File: src/rtl/dmem_arbiter_if.sv
// Request/response and memory-side signals of the two-port data memory arbiter.
interface dmem_arbiter_if;
  logic        r0_valid;
  logic        r0_ready;
  logic        r0_we;
  logic [31:0] r0_addr;
  logic [31:0] r0_wdata;
  logic        r0_rvalid;
  logic [31:0] r0_rdata;
  logic        r0_err;

  logic        r1_valid;
  logic        r1_ready;
  logic        r1_we;
  logic [31:0] r1_addr;
  logic [31:0] r1_wdata;
  logic        r1_rvalid;
  logic [31:0] r1_rdata;
  logic        r1_err;

  logic        mem_en;
  logic        mem_r_w;
  logic [31:0] mem_address;
  logic [31:0] mem_in;
  logic [31:0] mem_out;

  // Arbiter side
  modport slave (
    input  r0_valid, r0_we, r0_addr, r0_wdata,
    output r0_ready, r0_rvalid, r0_rdata, r0_err,
    input  r1_valid, r1_we, r1_addr, r1_wdata,
    output r1_ready, r1_rvalid, r1_rdata, r1_err,
    output mem_en, mem_r_w, mem_address, mem_in,
    input  mem_out
  );

  // Requester/memory side
  modport master (
    output r0_valid, r0_we, r0_addr, r0_wdata,
    input  r0_ready, r0_rvalid, r0_rdata, r0_err,
    output r1_valid, r1_we, r1_addr, r1_wdata,
    input  r1_ready, r1_rvalid, r1_rdata, r1_err,
    input  mem_en, mem_r_w, mem_address, mem_in,
    output mem_out
  );
endinterface

File: src/rtl/dmem_arbiter.sv
// Two-port arbiter in front of a single-port, 1-cycle-latency data memory.
// One access issued per cycle; the response returns on the issuing port one
// cycle later. Out-of-range accesses are accepted but flagged with err.
module dmem_arbiter #(
  parameter int unsigned DEPTH      = 2048,
  parameter bit          FIXED_PRIO = 1'b0
) (
  input  logic           clk,
  input  logic           rst,
  dmem_arbiter_if.slave  bus
);

  logic        last_grant_q, last_grant_d;
  logic        resp_valid_q, resp_valid_d;
  logic        resp_port_q,  resp_port_d;
  logic        resp_we_q,    resp_we_d;
  logic        resp_err_q,   resp_err_d;

  logic        gnt_valid;
  logic        gnt_port;
  logic        sel_we;
  logic [31:0] sel_addr;
  logic [31:0] sel_wdata;
  logic        sel_in_range;

  // Grant selection: single requester wins; contention resolved by priority mode
  always_comb begin
    gnt_valid = 1'b0;
    gnt_port  = 1'b0;
    if (!rst) begin
      if (bus.r0_valid && bus.r1_valid) begin
        gnt_valid = 1'b1;
        gnt_port  = FIXED_PRIO ? 1'b0 : ~last_grant_q;
      end else if (bus.r0_valid) begin
        gnt_valid = 1'b1;
        gnt_port  = 1'b0;
      end else if (bus.r1_valid) begin
        gnt_valid = 1'b1;
        gnt_port  = 1'b1;
      end
    end
  end

  // Issue path: mux the granted request onto the memory, next-state for trackers
  always_comb begin
    sel_we       = gnt_port ? bus.r1_we    : bus.r0_we;
    sel_addr     = gnt_port ? bus.r1_addr  : bus.r0_addr;
    sel_wdata    = gnt_port ? bus.r1_wdata : bus.r0_wdata;
    sel_in_range = (sel_addr < 32'(DEPTH));

    bus.r0_ready    = gnt_valid && !gnt_port;
    bus.r1_ready    = gnt_valid &&  gnt_port;

    bus.mem_en      = 1'b0;
    bus.mem_r_w     = 1'b0;
    bus.mem_address = '0;
    bus.mem_in      = '0;
    if (gnt_valid && sel_in_range) begin
      bus.mem_en      = 1'b1;
      bus.mem_r_w     = sel_we;
      bus.mem_address = sel_addr;
      bus.mem_in      = sel_wdata;
    end

    last_grant_d = gnt_valid ? gnt_port : last_grant_q;
    resp_valid_d = gnt_valid;
    resp_port_d  = gnt_port;
    resp_we_d    = sel_we;
    resp_err_d   = gnt_valid && !sel_in_range;
  end

  // Round-robin pointer and response tracking register
  always_ff @(posedge clk) begin
    if (rst) begin
      last_grant_q <= 1'b1;
      resp_valid_q <= 1'b0;
      resp_port_q  <= 1'b0;
      resp_we_q    <= 1'b0;
      resp_err_q   <= 1'b0;
    end else begin
      last_grant_q <= last_grant_d;
      resp_valid_q <= resp_valid_d;
      resp_port_q  <= resp_port_d;
      resp_we_q    <= resp_we_d;
      resp_err_q   <= resp_err_d;
    end
  end

  // Response routing; rst gates the pending response so nothing leaks during reset
  always_comb begin
    logic        rv0, rv1;
    logic [31:0] rd;
    rv0 = resp_valid_q && !resp_port_q && !rst;
    rv1 = resp_valid_q &&  resp_port_q && !rst;
    rd  = (!resp_we_q && !resp_err_q) ? bus.mem_out : '0;

    bus.r0_rvalid = rv0;
    bus.r0_rdata  = rv0 ? rd : '0;
    bus.r0_err    = rv0 && resp_err_q;
    bus.r1_rvalid = rv1;
    bus.r1_rdata  = rv1 ? rd : '0;
    bus.r1_err    = rv1 && resp_err_q;
  end

endmodule

File: src/flat_wrapper.sv
// flat-port wrapper written by rule: the top's interface ports become plain ports
module dmem_arbiter_flat 
#(
  parameter int unsigned DEPTH      = 2048,
  parameter bit          FIXED_PRIO = 1'b0
)
  (clk, rst, bus_r0_valid, bus_r0_we, bus_r0_addr, bus_r0_wdata, bus_r0_ready, bus_r0_rvalid, bus_r0_rdata, bus_r0_err, bus_r1_valid, bus_r1_we, bus_r1_addr, bus_r1_wdata, bus_r1_ready, bus_r1_rvalid, bus_r1_rdata, bus_r1_err, bus_mem_en, bus_mem_r_w, bus_mem_address, bus_mem_in, bus_mem_out);
  dmem_arbiter_if bus_i ();
  input  logic clk;
  input  logic rst;
  input wire logic [$bits(bus_i.r0_valid)-1:0] bus_r0_valid;
  input wire logic [$bits(bus_i.r0_we)-1:0] bus_r0_we;
  input wire logic [$bits(bus_i.r0_addr)-1:0] bus_r0_addr;
  input wire logic [$bits(bus_i.r0_wdata)-1:0] bus_r0_wdata;
  output wire logic [$bits(bus_i.r0_ready)-1:0] bus_r0_ready;
  output wire logic [$bits(bus_i.r0_rvalid)-1:0] bus_r0_rvalid;
  output wire logic [$bits(bus_i.r0_rdata)-1:0] bus_r0_rdata;
  output wire logic [$bits(bus_i.r0_err)-1:0] bus_r0_err;
  input wire logic [$bits(bus_i.r1_valid)-1:0] bus_r1_valid;
  input wire logic [$bits(bus_i.r1_we)-1:0] bus_r1_we;
  input wire logic [$bits(bus_i.r1_addr)-1:0] bus_r1_addr;
  input wire logic [$bits(bus_i.r1_wdata)-1:0] bus_r1_wdata;
  output wire logic [$bits(bus_i.r1_ready)-1:0] bus_r1_ready;
  output wire logic [$bits(bus_i.r1_rvalid)-1:0] bus_r1_rvalid;
  output wire logic [$bits(bus_i.r1_rdata)-1:0] bus_r1_rdata;
  output wire logic [$bits(bus_i.r1_err)-1:0] bus_r1_err;
  output wire logic [$bits(bus_i.mem_en)-1:0] bus_mem_en;
  output wire logic [$bits(bus_i.mem_r_w)-1:0] bus_mem_r_w;
  output wire logic [$bits(bus_i.mem_address)-1:0] bus_mem_address;
  output wire logic [$bits(bus_i.mem_in)-1:0] bus_mem_in;
  input wire logic [$bits(bus_i.mem_out)-1:0] bus_mem_out;
  assign bus_i.r0_valid = bus_r0_valid;
  assign bus_i.r0_we = bus_r0_we;
  assign bus_i.r0_addr = bus_r0_addr;
  assign bus_i.r0_wdata = bus_r0_wdata;
  assign bus_r0_ready = bus_i.r0_ready;
  assign bus_r0_rvalid = bus_i.r0_rvalid;
  assign bus_r0_rdata = bus_i.r0_rdata;
  assign bus_r0_err = bus_i.r0_err;
  assign bus_i.r1_valid = bus_r1_valid;
  assign bus_i.r1_we = bus_r1_we;
  assign bus_i.r1_addr = bus_r1_addr;
  assign bus_i.r1_wdata = bus_r1_wdata;
  assign bus_r1_ready = bus_i.r1_ready;
  assign bus_r1_rvalid = bus_i.r1_rvalid;
  assign bus_r1_rdata = bus_i.r1_rdata;
  assign bus_r1_err = bus_i.r1_err;
  assign bus_mem_en = bus_i.mem_en;
  assign bus_mem_r_w = bus_i.mem_r_w;
  assign bus_mem_address = bus_i.mem_address;
  assign bus_mem_in = bus_i.mem_in;
  assign bus_i.mem_out = bus_mem_out;
  dmem_arbiter #(.DEPTH(DEPTH), .FIXED_PRIO(FIXED_PRIO)) u_core (.clk(clk), .rst(rst), .bus(bus_i));
endmodule
File: config.mk
export PLATFORM = sky130hd
export DESIGN_NAME = dmem_arbiter_flat
export DESIGN_NICKNAME = d
export VERILOG_FILES = /design/src/rtl/dmem_arbiter_if.sv /design/src/rtl/dmem_arbiter.sv /design/src/flat_wrapper.sv
export SDC_FILE = /design/constraint.sdc
export NUM_CORES = 1
export LEC_CHECK = 0
export ABC_AREA = 1
export CAP_MARGIN = 10
export CORE_AREA = 4 4 116 118
export CTS_CLUSTER_DIAMETER = 200
export DETAILED_ROUTE_END_ITERATION = 10
export DIE_AREA = 0 0 120 122
export GPL_TIMING_DRIVEN = 0
export PLACE_DENSITY = 0.64
export SLEW_MARGIN = 10
export SYNTH_ARGS = -nofsm -noshare
export SYNTH_HDL_FRONTEND = slang
export SYNTH_SLANG_ARGS = --single-unit
File: constraint.sdc
create_clock -name clk -period 7.19 [get_ports clk]
set_input_delay 2.157 -clock clk [delete_from_list [all_inputs] [get_ports clk]]
set_output_delay 2.157 -clock clk [all_outputs]
set_load 0.01 [all_outputs]
* Word level (Yosys, flattened, before mapping)
Cells that the tools add are included.
** Storage, ports and cells
- Bits in registers :: 5
- Output and inout bits :: 136
- Word-level logic and storage cells :: 42
** Operators by class
- Magnitude comparators :: 1
- Multiplexer cells :: 17
- Bitwise gates (word level) :: 1
- Reduce and logical (&&, ||, !) cells :: 18
** Operators with widths (count)
- two-way mux 32 bit :: 7
- less-than comparator 32 x 12 -> 1 bit (second input constant) :: 1
- logical AND 1 bit :: 12
- two-way mux 1 bit :: 10
- logical NOT 1 bit :: 6
- inverter 1 bit :: 1

* Longest topological paths before layout
Gate-level depths: netlist of the first run.
- Depth in word-level cells :: 8
- Depth in mapped cells :: 12
- Mapped depth without buffers :: 10

* Least setup slack after synthesis of the first run
Ideal clock, no wire load.
- Path type :: in2out
- Start :: input port bus_r0_valid
- End :: output port bus_mem_in[22]
- Arrival :: 3476 ps
- Setup slack :: 1557 ps
- Cell stages on the path :: 11
- Buffers on the path :: 2
- Cells stage by stage :: nand2_2 > buf_1 > nand3b_1 > nand2_1 > nand2_1 > nor2_1 > nand2_1 > nor2_2 > nand3_4 > buf_6 > nor2_1
** Between the ends
- Cells in the longest elaborated chain, start to end :: 7
** Ends and longest elaborated chain
- start, declared :: RTL line flat_wrapper.sv:11 : input wire logic [$bits(bus_i.r0_valid)-1:0] bus_r0_valid;
- two-way mux 1 bit / logical AND 1 bit (equally long branches) :: RTL line dmem_arbiter.sv:34, dmem_arbiter.sv:31
- two-way mux 1 bit :: RTL line dmem_arbiter.sv:31 : if (bus.r0_valid && bus.r1_valid) begin
- two-way mux 1 bit :: RTL line dmem_arbiter.sv:30 : if (!rst) begin
- two-way mux 32 bit :: RTL line dmem_arbiter.sv:47 : sel_addr = gnt_port ? bus.r1_addr : bus.r0_addr;
- less-than comparator 32 x 12 -> 1 bit :: RTL line dmem_arbiter.sv:49 : sel_in_range = (sel_addr < 32'(DEPTH));
- logical AND 1 bit :: RTL line dmem_arbiter.sv:58 : if (gnt_valid && sel_in_range) begin
- two-way mux 32 bit * :: RTL line dmem_arbiter.sv:58
- end, declared :: RTL line flat_wrapper.sv:30 : output wire logic [$bits(bus_i.mem_in)-1:0] bus_mem_in;
Every way passes the cells marked *; elsewhere a longest branch is shown, timed or not.

* Final worst setup path of the first run
- Start :: input port bus_r0_valid
- End :: output port bus_mem_in[24]
Same word-level chain as after synthesis.

==> results of run 1 <==
==> sequential cells by signal, summed over array words and instances (netlist names) <==
| signal | cells |
|---|---|
| u_core.last_grant_q | 1 |
| u_core.resp_port_q | 1 |
| u_core.resp_valid_q | 1 |
| u_core.resp_we_q | 1 |
| u_core.resp_err_q | 1 |
==> Yosys cell counts (all sizes together) <==
cell type	instances
a21oi	1
nand3	14
o21ai	5
nand3b	5
inv	99
nor3	65
conb	1
nor2	58
or2	1
buf	35
clkbuf	17
nand2	180
dfxtp	5
mux2i	1
==> per-stage QoR <==
stage | util [%] | worst slack [ns] | power, W | cells | hold slack [ns]
after global placement | 42.8 | 0.240 | 0.000243 | 959 | 0.490
after detailed placement | 42.8 | 0.232 | 0.000244 | 959 | 0.497
final | 43.4 | 0.265 | 0.000333 | 963 | 0.501
after global routing | 43.4 | 0.0136 | 0.000360 | 963 | 0.549
after CTS | 43.4 | 0.231 | 0.000336 | 963 | 0.506
after floorplan | - | 1.56 | 0.000122 | 507 | 0.467
==> worst min-delay path by stage <==
| stage | startpoint | to | slack (ns) | cells after the start |
|---|---|---|---|---|
| floorplan | u_core.last_grant_q$_SDFFE_PP1P_ | u_core.last_grant_q$_SDFFE_PP1P_ | 0.47 | 2 |
| global placement | u_core.last_grant_q$_SDFFE_PP1P_ | u_core.last_grant_q$_SDFFE_PP1P_ | 0.49 | 2 |
| detailed placement | u_core.last_grant_q$_SDFFE_PP1P_ | u_core.last_grant_q$_SDFFE_PP1P_ | 0.50 | 2 |
| CTS | u_core.last_grant_q$_SDFFE_PP1P_ | u_core.last_grant_q$_SDFFE_PP1P_ | 0.51 | 2 |
| global route | u_core.last_grant_q$_SDFFE_PP1P_ | u_core.last_grant_q$_SDFFE_PP1P_ | 0.55 | 2 |
| finish | u_core.last_grant_q$_SDFFE_PP1P_ | u_core.last_grant_q$_SDFFE_PP1P_ | 0.50 | 2 |
==> cell families after synthesis <==
group                  synth area share, %
and+or+nand+nor                       62.4
DFF                                   4.47
muxes                                0.447
AOI/OAI and AO/OA                     1.34
other                                0.167
buffers and inverters                 31.2
==> worst max-delay path, stage by stage <==
cell and delay, ns:
clkdlybuf4s50_1 0.43, nand2_2 0.17, buf_1 0.37, nand3b_1 0.12, nand2_1 0.08, nand2_1 0.05
nor2_1 0.08, nand2_1 0.09, nor2_2 0.16, nand3_4 0.19, buf_6 0.20, nor2_1 0.10
clkdlybuf4s50_1 0.57
==> per-layer routing <==
layer  part of all wire, %  GRT usage, %  vias up
met1                    38          15.9     1553
met2                    51          29.2      195
met3                    10          4.60       10
li1                      -             -     1995
met5                     0             0        -
met4                   1.2          3.29        0
==> layout make-up <==
cell class                 count  share of cell area [%]
buffer                        52                    6.06
multi-input combinational    351                    28.0
timing repair buffer         280                    51.8
clock buffer                   4                    1.46
tap                          172                    3.98
sequential                     5                    1.85
inverter                      99                    6.87
==> power by group through the flow <==
stage / sequential, W / combinational (W) / clock [W]
floorplan: 0.0000307 / 0.0000909 / 0
finish: 0.0000305 / 0.000213 / 0.0000897
CTS: 0.0000306 / 0.000214 / 0.0000916
global placement: 0.0000309 / 0.000212 / 0
detailed placement: 0.0000309 / 0.000213 / 0
global route: 0.0000308 / 0.000234 / 0.0000946
==> impl_metrics.yaml, run 1 <==
global_routing:
  overflow: 0
  grt_antenna_before_repair: 0
  grt_max_degree: 11
  grt_usage_pct: 15.0
  grt_pass1_vias: 3633
  grt_pass1_wl_mm: 17.9
setup_path:
  start_kind: "primary input"
  worstSetupPathType: "in -> out"
  critPathLaunch: "bus_r0_valid"
  rr_endpoint: "u_core.resp_err_q$_SDFF_PP0_"
  end_kind: "primary output"
  crit_fanout: 10
  r2r_slack_ns: 5.56
  reg2reg_depth: 9
  crit_path_end: "bus_mem_in[24]"
  reg2reg_from: "u_core.last_grant_q$_SDFFE_PP1P_"
  crit_required_ns: 5.03
  arrival_ns: 4.77
placement:
  hpwl_mm: 10.5
  gp_congestion: 0.835
  post_dp_cell_area_mm2: 0.00533
  portBuffers: 280
cts:
  worstSkewPairLatency_ns: 0.22
  clk_pin_slew_ns: 0.03
  clockBufferDepth: 2
  cts_root_buffer: "clkbuf_16"
  cts_max_level: 1
  cts_sinks: 5
  cts_hold_buf: 0
  ctsResizeCount: 0
  cts_tree: "yes"
  cts_post_setup_buffers_inserted: 0
  cts_buffers: 3
power:
  p_switching_w: 0.000106
  peakVddDrop_uv: 60.3
  p_per_area_mw_per_mm2: 61.5
  comb_power_share_pct: 63.9
  p_seq_share_pct: 9.2
  p_int_w: 0.000227
  p_leak_nw: 2.62
  pwr-share-clk_pct: 26.9
  switching_share_pct: 31.9
floorplanning:
  initial_core_util_pct: 18.0
  io_pins: 302
  core_area_mm2: 0.0125
  die_y_um: 122
  die_area_mm2: 0.0146
  rows: 41
  fp.dieW_um: 120
yosys:
  synthCells: 487
  synth_top_cells_by_area: "nand2_1, inv_1, nor3_1"
  ys_seq_area_share_pct: 4.47
  netlist.area_leader.share_pct: 30.0
  avgSynthCellArea_um2: 4.60
  ys.warnings.count: 0
  synth_top_cell_by_area: "nand2_1"
  netlist_area_mm2: 0.00224
  synth.distinct_cells: 22
  ys_ff_latch: 5
sta:
  report.final.hold_viol_count: 0
  rsz0062_at_grt: "false"
  fin_skew_ns: 0.00147
  fin_setup_tns_ns: 0
  fmax_ghz: 0.144
  maxSlewViolCount: 0
  worst_slew_pin_slew_ns: 0.544
  fin_crit_ns: 6.92
  relSlewSlack_pct: 63.7
  fin_crit_sh_pct: 96.3
  setup_viol: 0
drt:
  drt_first_pass_iters: 4
  finalWirelength_mm: 12.2
  wire_per_inst_um: 12.6
  ant_nets: 0
  drt_iter0_drc: 94
  vias: 3753
  drcViolationCount: 0
  viasPerCell: 3.90
final_layout:
  multi_input_area_mm2: 0.00152
  nFillCells: 1328
  final_common_cell: "clkdlybuf4s50_1"
  diodes: 0
  seqCellArea_um2: 100
  final_cell_mix: "clkdlybuf4s50_1, nand2_1, inv_1"
  final_area_mm2: 0.00541
  drive_gt1_share_pct: 6.70
  areaGrowthSynthToFinish_pct: 142
  fin_nets: 958
run:
  maxCapViolCount: 0
worst_hold_path:
  min_path_type: "reg -> reg"
run_status:
  status: "finished, final reports clean"
Note: power is estimated with default switching activity, not from simulation.
==> run 2: changes to the inputs <==
--- a/config.mk
+++ b/config.mk
@@ -11,8 +11,9 @@
 export CTS_CLUSTER_DIAMETER = 200
 export DETAILED_ROUTE_END_ITERATION = 10
 export DIE_AREA = 0 0 120 122
+export DONT_BUFFER_PORTS = 1
 export GPL_TIMING_DRIVEN = 0
-export PLACE_DENSITY = 0.64
+export PLACE_DENSITY = 0.33
 export SLEW_MARGIN = 10
 export SYNTH_ARGS = -nofsm -noshare
 export SYNTH_HDL_FRONTEND = slang
==> run 2 against run 1 <==
  * Critical path depth decreased by 2
  * First-iteration DRC count increased by 1.1%
  * Flip-flop and latch count unchanged
  * Hold slack got worse by 0.0012 ns
  * Critical path type unchanged
  * Die area unchanged
  * Clock power increased by 2%
  * Total power decreased by 30%
  * Combinational power decreased by 48%
  * Non-clock buffer count decreased by 280
  * Sequential power about the same
  * Routed wire length decreased by 21%
  * Clock-buffer cell count unchanged
  * Largest power group unchanged
  * Highest routed layer unchanged
==> impl_metrics.yaml, run 2 (same netlist as run 1, synthesis figures left out) <==
run_status:
  status: "finished, final reports clean"
global_routing:
  overflow: 0
  grt_pass1_vias: 2812
  grt_usage_pct: 11.8
  grt_max_degree: 11
  grt_pass1_wl_mm: 13.9
  grt_antenna_before_repair: 0
sta:
  fmax_ghz: 0.167
  relSlewSlack_pct: 54.8
  fin_crit_ns: 5.98
  fin_crit_sh_pct: 83.2
  fin_setup_tns_ns: 0
  rsz0062_at_grt: "false"
  maxSlewViolCount: 0
  setup_viol: 0
  report.final.hold_viol_count: 0
  fin_skew_ns: 0.00143
  worst_slew_pin_slew_ns: 0.673
setup_path:
  arrival_ns: 3.82
  reg2reg_depth: 9
  critPathLaunch: "bus_r0_valid"
  end_kind: "primary output"
  critical_path.slowest_cell: "buf_1"
  critical_path.cell_chain: "nand2_2 > buf_1 > nand3b_1 > nand2_1 > nand2_1 > nor2_1 > nand2_1 > nor2_2 > nand3_4 > buf_6 > nor2_1"
  crit_fanout: 10
  worstSetupPathType: "in -> out"
  start_kind: "primary input"
  cp.buffers_inverters: 2
  critical-path-max-stage-delay_ns: 0.36
  reg2reg_from: "u_core.last_grant_q$_SDFFE_PP1P_"
  crit_required_ns: 5.03
  r2r_slack_ns: 5.60
  path_delay_family: "simple AND/OR/NAND/NOR gates"
  rr_endpoint: "u_core.resp_err_q$_SDFF_PP0_"
  path_common_cell: "nand2_1"
worst_hold_path:
  holdPathEnd: "u_core.last_grant_q$_SDFFE_PP1P_"
  worstHoldPathCells: 2
  hold_start: "u_core.last_grant_q$_SDFFE_PP1P_"
  min_path_type: "reg -> reg"
run:
  maxCapViolCount: 0
power:
  p_per_area_mw_per_mm2: 89.0
  peakVddDrop_uv: 47.8
  power_w: 0.000232
  p_leak_nw: 1.59
floorplanning:
  core_area_mm2: 0.0125
  die_area_mm2: 0.0146
  io_pins: 302
  fp.dieW_um: 120
  initial_core_util_pct: 18.0
  die_y_um: 122
  rows: 41
cts:
  clk_pin_slew_ns: 0.03
  ctsResizeCount: 0
  cts_sinks: 5
  cts_hold_buf: 0
  cts_root_buffer: "clkbuf_16"
  cts_buffers: 3
  worstSkewPairLatency_ns: 0.23
  clockBufferDepth: 2
  cts_max_level: 1
  cts_post_setup_buffers_inserted: 0
  cts_tree: "yes"
final_layout:
  nFillCells: 1483
  fin_nets: 678
  final_cell_mix: "nand2_1, inv_1, nor3_1"
  areaGrowthSynthToFinish_pct: 16.5
  drive_gt1_share_pct: 10.4
  diodes: 0
  final_common_cell: "nand2_1"
drt:
  drcViolationCount: 0
  drt_iter0_drc: 95
  vias: 2834
  wire_per_inst_um: 14.0
  finalWirelength_mm: 9.59
  ant_nets: 0
  viasPerCell: 4.15
  drt_first_pass_iters: 6
placement:
  hpwl_mm: 8.28
  gp_congestion: 0.792
  portBuffers: 0
## run 2: cell types whose count changed in the layout (fill, tap and decap cells not counted), sizes merged
cell	change
clkdlybuf4s50	-280
## run 2: how the worst max path moves through the flow
stage	end	slack [ns]	cells after the start
floorplan	bus_mem_in[22]	1.56	11
global placement	bus_mem_in[9]	1.17	11
CTS	bus_mem_in[9]	1.17	11
detailed placement	bus_mem_in[26]	1.14	11
global route	bus_mem_in[2]	0.95	11
finish	bus_mem_in[9]	1.21	11
## run 2: worst min-delay path, delay by kind of cell, from the launching register on
| family | cells | cell delay (ns) |
|---|---|---|
| AOI/OAI and AO/OA | 1 | 0.09 |
| and+or+nand+nor | 1 | 0.06 |
| DFF | 1 | 0.33 |
## run 2: layout make-up
class | instances | area, µm² | area share, %
multi-input combinational | 351 | 1520 | 58.1
inverter | 99 | 372 | 14.2
buffer | 52 | 328 | 12.6
tap | 172 | 215 | 8.25
sequential | 5 | 100 | 3.84
clock buffer | 4 | 78.8 | 3.02
## run 2: power by group
part	switching, W	internal, W
clock network	0.0000181	0.0000735
logic	0.0000732	0.0000370
registers	0.000000802	0.0000298
## run 2: routing by layer
layer	GRT usage [%]	routed length, µm	part of all wire (%)	up-vias
li1	-	-	-	1434
met3	2.23	840	8.8	6
met2	25.2	5400	56	193
met4	2.79	89	0.93	0
met1	11.3	3260	34	1201
met5	0	0	0	-
## run 2: metrics by stage
stage                     hold WS, ns  instances  setup WS (ns)  area [µm²]  utilization (%)
after floorplan                 0.467        507           1.56        2320                -
after CTS                       0.505        683           1.17        2610             20.9
after global placement          0.490        679           1.17        2530             20.3
after global routing            0.530        683          0.946        2610             20.9
after detailed placement        0.498        679           1.14        2530             20.3
final                           0.500        683           1.21        2610             20.9
